## config.mk

```make
export PLATFORM = sky130hd
export DESIGN_NAME = parity_frame_accum
export DESIGN_NICKNAME = d
export VERILOG_FILES = /design/src/rtl/parity_pkg.sv /design/src/rtl/parity_tree.sv /design/src/rtl/parity_frame_accum.sv
export SDC_FILE = /design/constraint.sdc
export NUM_CORES = 1
export LEC_CHECK = 0
export ABC_AREA = 0
export BUFFER_PORTS_ARGS = -buffer_cell sky130_fd_sc_hd__buf_2
export CAP_MARGIN = 25
export CORE_AREA = 2 2 51 53
export CTS_CLUSTER_DIAMETER = 100
export DETAILED_ROUTE_END_ITERATION = 8
export DIE_AREA = 0 0 53 55
export HOLD_SLACK_MARGIN = 0.05
export PLACE_DENSITY_LB_ADDON = 0.05
export SYNTH_ARGS = -nofsm -noshare
export SYNTH_HDL_FRONTEND = slang
export SYNTH_SLANG_ARGS = --single-unit
```

## constraint.sdc

```tcl
create_clock -name clk -period 4.25 [get_ports clk]
set_input_delay 0.2125 -clock clk [delete_from_list [all_inputs] [get_ports clk]]
set_output_delay 0.2125 -clock clk [all_outputs]
set_load 0.005 [all_outputs]
```

## src/rtl/parity_pkg.sv

```systemverilog
// Shared types and constants for the parity frame accumulator and its helpers.
package parity_pkg;

    typedef enum logic {
        IDLE  = 1'b0,
        ACCUM = 1'b1
    } parState_t;

    localparam logic PAR_EVEN = 1'b0;
    localparam logic PAR_ODD  = 1'b1;

endpackage

```

## src/rtl/parity_tree.sv

```systemverilog
// Purely combinational XOR reduction of one data word; reused by wider link checkers.
module parity_tree #(
    parameter int WIDTH = 4
) (
    input  logic [WIDTH-1:0] in_data,
    output logic             parity
);

    assign parity = ^in_data;

endmodule

```

## src/rtl/parity_frame_accum.sv

```systemverilog
// Registered per-word parity plus frame parity/length accumulation over a
// valid-qualified word stream, with frames closed by in_last or a length limit.
module parity_frame_accum
    import parity_pkg::*;
#(
    parameter  int WIDTH     = 4,
    parameter  int MAX_FRAME = 16,
    localparam int CW        = $clog2(MAX_FRAME + 1)
) (
    input  logic             clk,
    input  logic             reset,
    input  logic             in_valid,
    input  logic [WIDTH-1:0] in_data,
    input  logic             in_last,
    input  logic             odd_mode,
    output logic             word_par,
    output logic             word_valid,
    output logic             frame_par,
    output logic [CW-1:0]    frame_len,
    output logic             frame_valid,
    output logic             overflow
);

    parState_t     r_state;
    logic          r_acc;
    logic [CW-1:0] r_cnt;
    logic          r_modeQ;

    logic          w_par;
    logic          w_sense;
    logic          w_accNext;
    logic [CW-1:0] w_cntNext;
    logic          w_hitMax;

    parity_tree #(.WIDTH(WIDTH)) u_parityTree (
        .in_data (in_data),
        .parity  (w_par)
    );

    // The first word of a frame uses the live sense; later words use the latched one.
    assign w_sense   = (r_state == IDLE) ? odd_mode : r_modeQ;
    assign w_accNext = r_acc ^ w_par;
    assign w_cntNext = r_cnt + CW'(1);
    assign w_hitMax  = (w_cntNext == CW'(MAX_FRAME));

    always_ff @(posedge clk) begin
        if (reset) begin
            r_state     <= IDLE;
            r_acc       <= 1'b0;
            r_cnt       <= '0;
            r_modeQ     <= PAR_EVEN;
            word_par    <= 1'b0;
            word_valid  <= 1'b0;
            frame_par   <= 1'b0;
            frame_len   <= '0;
            frame_valid <= 1'b0;
            overflow    <= 1'b0;
        end else begin
            word_valid  <= 1'b0;
            frame_valid <= 1'b0;
            if (in_valid) begin
                word_valid <= 1'b1;
                word_par   <= w_par ^ w_sense;
                case (r_state)
                    IDLE: begin
                        r_modeQ <= odd_mode;
                        r_acc   <= w_par;
                        r_cnt   <= CW'(1);
                        if (in_last) begin
                            frame_par   <= w_par ^ odd_mode;
                            frame_len   <= CW'(1);
                            overflow    <= 1'b0;
                            frame_valid <= 1'b1;
                        end else begin
                            r_state <= ACCUM;
                        end
                    end
                    ACCUM: begin
                        // in_last wins over the length limit, so a coinciding close is not an overflow.
                        if (in_last || w_hitMax) begin
                            frame_par   <= w_accNext ^ r_modeQ;
                            frame_len   <= w_cntNext;
                            overflow    <= ~in_last;
                            frame_valid <= 1'b1;
                            r_state     <= IDLE;
                        end else begin
                            r_acc <= w_accNext;
                            r_cnt <= w_cntNext;
                        end
                    end
                    default: r_state <= IDLE;
                endcase
            end
        end
    end

endmodule

```

Word-level counts from Yosys, hierarchy flattened
Index checks and enable logic that the tools add are counted.

storage, ports and cells
  memories kept = 0
  flip-flop bits (word level) = 18
  bits in latches = 0
  memory bits (writable) = 0
  logic and storage cells = 48
  memory bits (read-only) = 0

operators by class
  shift operators = 0
  eq/ne operators = 4
  reduce and logical (&&, ||, !) cells = 5
  add/subtract/negate cells = 1
  muxes and demuxes = 21
  magnitude comparators = 0
  divide/modulo/power cells = 0
  multipliers = 0
  bitwise gates (word level) = 7

operators by type and width
  cell                                            number
  one-hot mux 5 bit (2 select lines)              2
  2-to-1 mux 5 bit                                3
  2-to-1 mux 1 bit                                11
  one-hot mux 1 bit (2 select lines)              5
  adder 5 x 1 -> 5 bit (second input constant)    1
  equality test 5 bit (second input constant)     1
  != test 2 bit (second input constant)           2
  parity 4 bit                                    1
  bitwise XOR 1 bit                               4
  inverter 1 bit                                  3
  AND reduction 3 bit                             1
  != test 2 x 1 -> 1 bit (second input constant)  1
  AND reduction 2 bit                             1
  OR reduction 2 bit                              1
  logical OR 1 bit                                1

Depth between registers and ports, before layout
  depth in word-level cells = 5
  gate-level depth with buffers = 7

Cells and area by module
A second synthesis with hierarchy kept.

second synthesis, totals
  cells, all modules = 110
  area, all modules = 985.9 µm²

by module, submodules not included
  module              area an instance (µm²)  cells an instance  instances  seq. area each (µm²)
  parity_frame_accum  959.7                   107                1          360.3
  parity_tree         26.3                    3                  1          0.0

Least setup slack after synthesis
No wires, ideal clock.

  path type = register -> register
  start point = register r_cnt[0]
  end point = register frame_len[1]
  data required time = 4122 ps
  clock period less this slack = 1563 ps
  buffers on the path = 2
  cell stages (with the launch flop) = 8
  setup slack = 2687 ps
  arrival = 1436 ps
  cell sequence = dfxtp_1 ha_1 clkbuf_1 nand4_1 o21ai_2 buf_6 mux2i_1 nor2_1

on the way
  longest elaborated chain between the ends = 5
  elaborated cells on any way between the ends = 7
  those cells by class = 1 x add/sub; 2 x eq/ne; 2 x mux; 2 x reduce/logical

ends and longest elaborated chain
  item                              line                      text
  from (decl)                       parity_frame_accum.sv:26  logic [CW-1:0] r_cnt;
  from (signal assigned)            parity_frame_accum.sv:88  r_cnt <= w_cntNext;
  adder 5 x 1 -> 5 bit *            parity_frame_accum.sv:43  assign w_cntNext = r_cnt + CW'(1);
  equality test 5 bit               parity_frame_accum.sv:44  assign w_hitMax = (w_cntNext == CW'(MAX_FRAME));
  logical OR 1 bit                  parity_frame_accum.sv:80  if (in_last || w_hitMax) begin
  != test 2 x 1 -> 1 bit (no line)  -
  AND reduction 3 bit (no line)     -
  to (signal assigned)              parity_frame_accum.sv:82  frame_len <= w_cntNext;
  to (decl)                         parity_frame_accum.sv:19  output logic [CW-1:0] frame_len,

Mark *: on every way between the ends. The rest lies on a longest branch, timed or not. The select of a mux whose other input is x is not followed.
A chain may end at the register's enable or synchronous reset.

Final worst setup path
  start point = register r_cnt[0]
  end point = register frame_len[4]

Same word-level chain as after synthesis.

==> impl_metrics.ini <==
[run_status]
outcome = completed

[synth]
synth.ff_latch_count = 18
syn_nets = 109
ys_warn_count = 0
synth_seq_area_share_pct = 39.9
synthCells = 99
netlist_area_um2 = 903
netlist-cell-type-count = 28
syn_avg_cell_area_um2 = 9.12

[routing]
route.detailed.wl_per_inst_um = 11.4
vias_per_cell = 4.89
drtAntennaViolNets = 0
via_count = 699
route.final.wire_length_mm = 1.64
dr.pass1.iters = 4
post-route-drc-count = 0
drt_iter0_drc = 4

[grt]
number_of_antenna_violations_at_the_first_check_in_global_routing = 0
grt_pass1_wl_mm = 2.57
grt_max_degree = 19
groute.usage.overall_pct = 12.6
grt_pass1_vias = 538
grt_overflow_total = 0

[sta]
timing.final.crit_period_ps = 1910
slew_viol_final = 0
final_min_period_over_clock_period_pct = 45.0
max-slew-margin-rel_pct = 60.1
grt_setup_unrepaired = false
final_hold_viol_count = 0
fin_hold_ws_ps = 221
timing.setup.tns_ps = 0
postLayoutSetupSlackWorst_ps = 2340
setup_viol = 0
finClkSkew_ps = 1.44
tightest_slew_ps = 598
max_clock_freq_ghz = 0.523

[min_path]
hold_path_startpoint = in_valid
hold_path_class = in2reg

[worst_setup_path]
critical_setup_path_kind = reg2reg
startpoint_type = flip-flop
crit_path_end_kind = flip-flop
r2r-start = r_cnt[0]
critical_path_required_ps = 4430
critPathLaunch = r_cnt[0]
regToRegSetupSlack_ps = 2340
crit_path_max_fanout = 11
cp_data_arrival_time_ps = 2090

[pwr]
power_density_nw_per_um2 = 336
vdd_ir_drop_max_mv = 0.158
cellLeakagePower_nw = 0.432

[flow_run]
timing.max_cap.violations = 0

[placed_design]
dp_hpwl_mm = 1.20
place.port_buffers = 18
preCtsSetupSlack_ps = 2350
gpl.final_weighted_congestion = 0.727

[clock_tree]
clkTransAtPathRegs_ps = 100
clock_tree_from_tritoncts = yes
ctsHoldBuffers = 0
clk_latency_ps = 290
cts.sink_count = 18
post_cts.repair.setup_buffers = 0
clockRootBuffer = clkbuf_4
clock_tree.htree_level_count = 1
post_cts_resized = 0
numCtsBuffers = 3
clock_tree.buffer_depth = 2

[die]
top_level_ports = 19
core.rowCount = 18
core_um2 = 2360
chipHeight_um = 55
die_width_um = 53
floorplan.die_area_um2 = 2920
start_util_pct = 38.2

[finish]
area_growth_syn_to_layout_pct = 14.0
drive_gt1_share_pct = 25.7
finalNetCount = 124
insertedDiodeCount = 0
largestRegisters = frame_len x5, r_cnt x5
[cells in the mapped netlist, drive strengths merged]
cell / number / area (um2)
xor2: 3 / 26.3
a211oi: 2 / 15.0
nand2b: 1 / 6.26
clkbuf: 7 / 26.3
mux2i: 9 / 103
nand3: 5 / 25.0
nor2b: 4 / 25.0
o21ai: 2 / 25.0
a21oi: 9 / 48.8
xnor2: 6 / 60.1
a31oi: 1 / 6.26
o211ai: 1 / 7.51
and3: 1 / 11.3
and2: 4 / 25.0
ha: 1 / 12.5
a21o: 1 / 7.51
nand2: 4 / 15.0
buf: 1 / 11.3
nor3: 4 / 20.0
nand4: 1 / 6.26
a311oi: 1 / 8.76
nor2: 13 / 51.3
dfxtp: 18 / 360
[path summary, 6_finish.rpt]
path,end,cells after the start
worst max register to register,frame_len[4],5
worst min register to register,frame_len[2],2
worst max-delay path,frame_len[4],5
worst min-delay path,r_modeQ,2
[where the power goes]
| group | leakage (nW) | total (W) | switching, W | internal (W) |
|---|---|---|---|---|
| Combinational | 0.263 | 0.0000541 | 0.0000272 | 0.0000269 |
| Clock | 0.0210 | 0.000105 | 0.0000529 | 0.0000522 |
| Sequential | 0.147 | 0.000186 | 0.00000926 | 0.000177 |
| Total | 0.432 | 0.000346 | 0.0000894 | 0.000256 |
[critical path, stage by stage, from the launching register on]
cell and delay (ps):
dfxtp_1 470, ha_1 350, nand4_1 150, o21ai_2 520, mux2i_1 250, nor2_1 50
[metrics by stage]
step	util, %	power [W]	instances	cell area, um2
finish	43.5	0.000346	143	1030
global route	43.5	0.000362	143	1030
CTS	43.5	0.000351	143	1030
detailed placement	42.0	0.000245	139	993
global placement	42.0	0.000245	139	993
floorplan	-	0.000232	99	903
[layer usage]
metal  up-vias  global-route usage (%)  share of wire (%)
li1        371                       -                  -
met1       307                    17.8                 52
met2        17                    17.5                 41
met3         4                    3.49                5.4
met4         0                    6.41                1.5
met5         -                       0                  0
[cells by family after synthesis]
family | after synthesis | share of synthesized area [%]
AO/OA/AOI/OAI | 17 | 13.2
multiplexers | 9 | 11.4
buffers and inverters | 8 | 4.16
flip-flops | 18 | 39.9
AND/OR/NAND/NOR | 37 | 20.5
XOR/XNOR | 9 | 9.56
adder cells (fa/ha/maj) | 1 | 1.38
[layout make-up]
class	instances	area [um2]
clock buffers	4	36.3
fillers	249	1340
repair buffers	18	90.1
multi-input cells	73	505
well taps	30	37.5
flip-flops and latches	18	360
[cell usage in the layout (no fill, tap or decap)]
cell type and instances:
dfxtp_1 18, buf_2 18, nor2_1 12, a21oi_1 8, mux2i_1 8, nand3_1 5
xnor2_1 5, nor2b_1 4, nand2_1 4, and2_1 4, nor3_1 4, xor2_1 3
clkbuf_4 3, a211oi_1 2, and3_4 1, a21oi_2 1, mux2i_4 1, nand4_1 1
o21ai_2 1, nand2b_1 1, nor2_2 1, a311oi_1 1, o21ai_4 1, a21o_1 1
xnor2_2 1, a31oi_1 1, o211ai_1 1, ha_1 1, clkbuf_8 1
(Power assumes the default switching activity.)
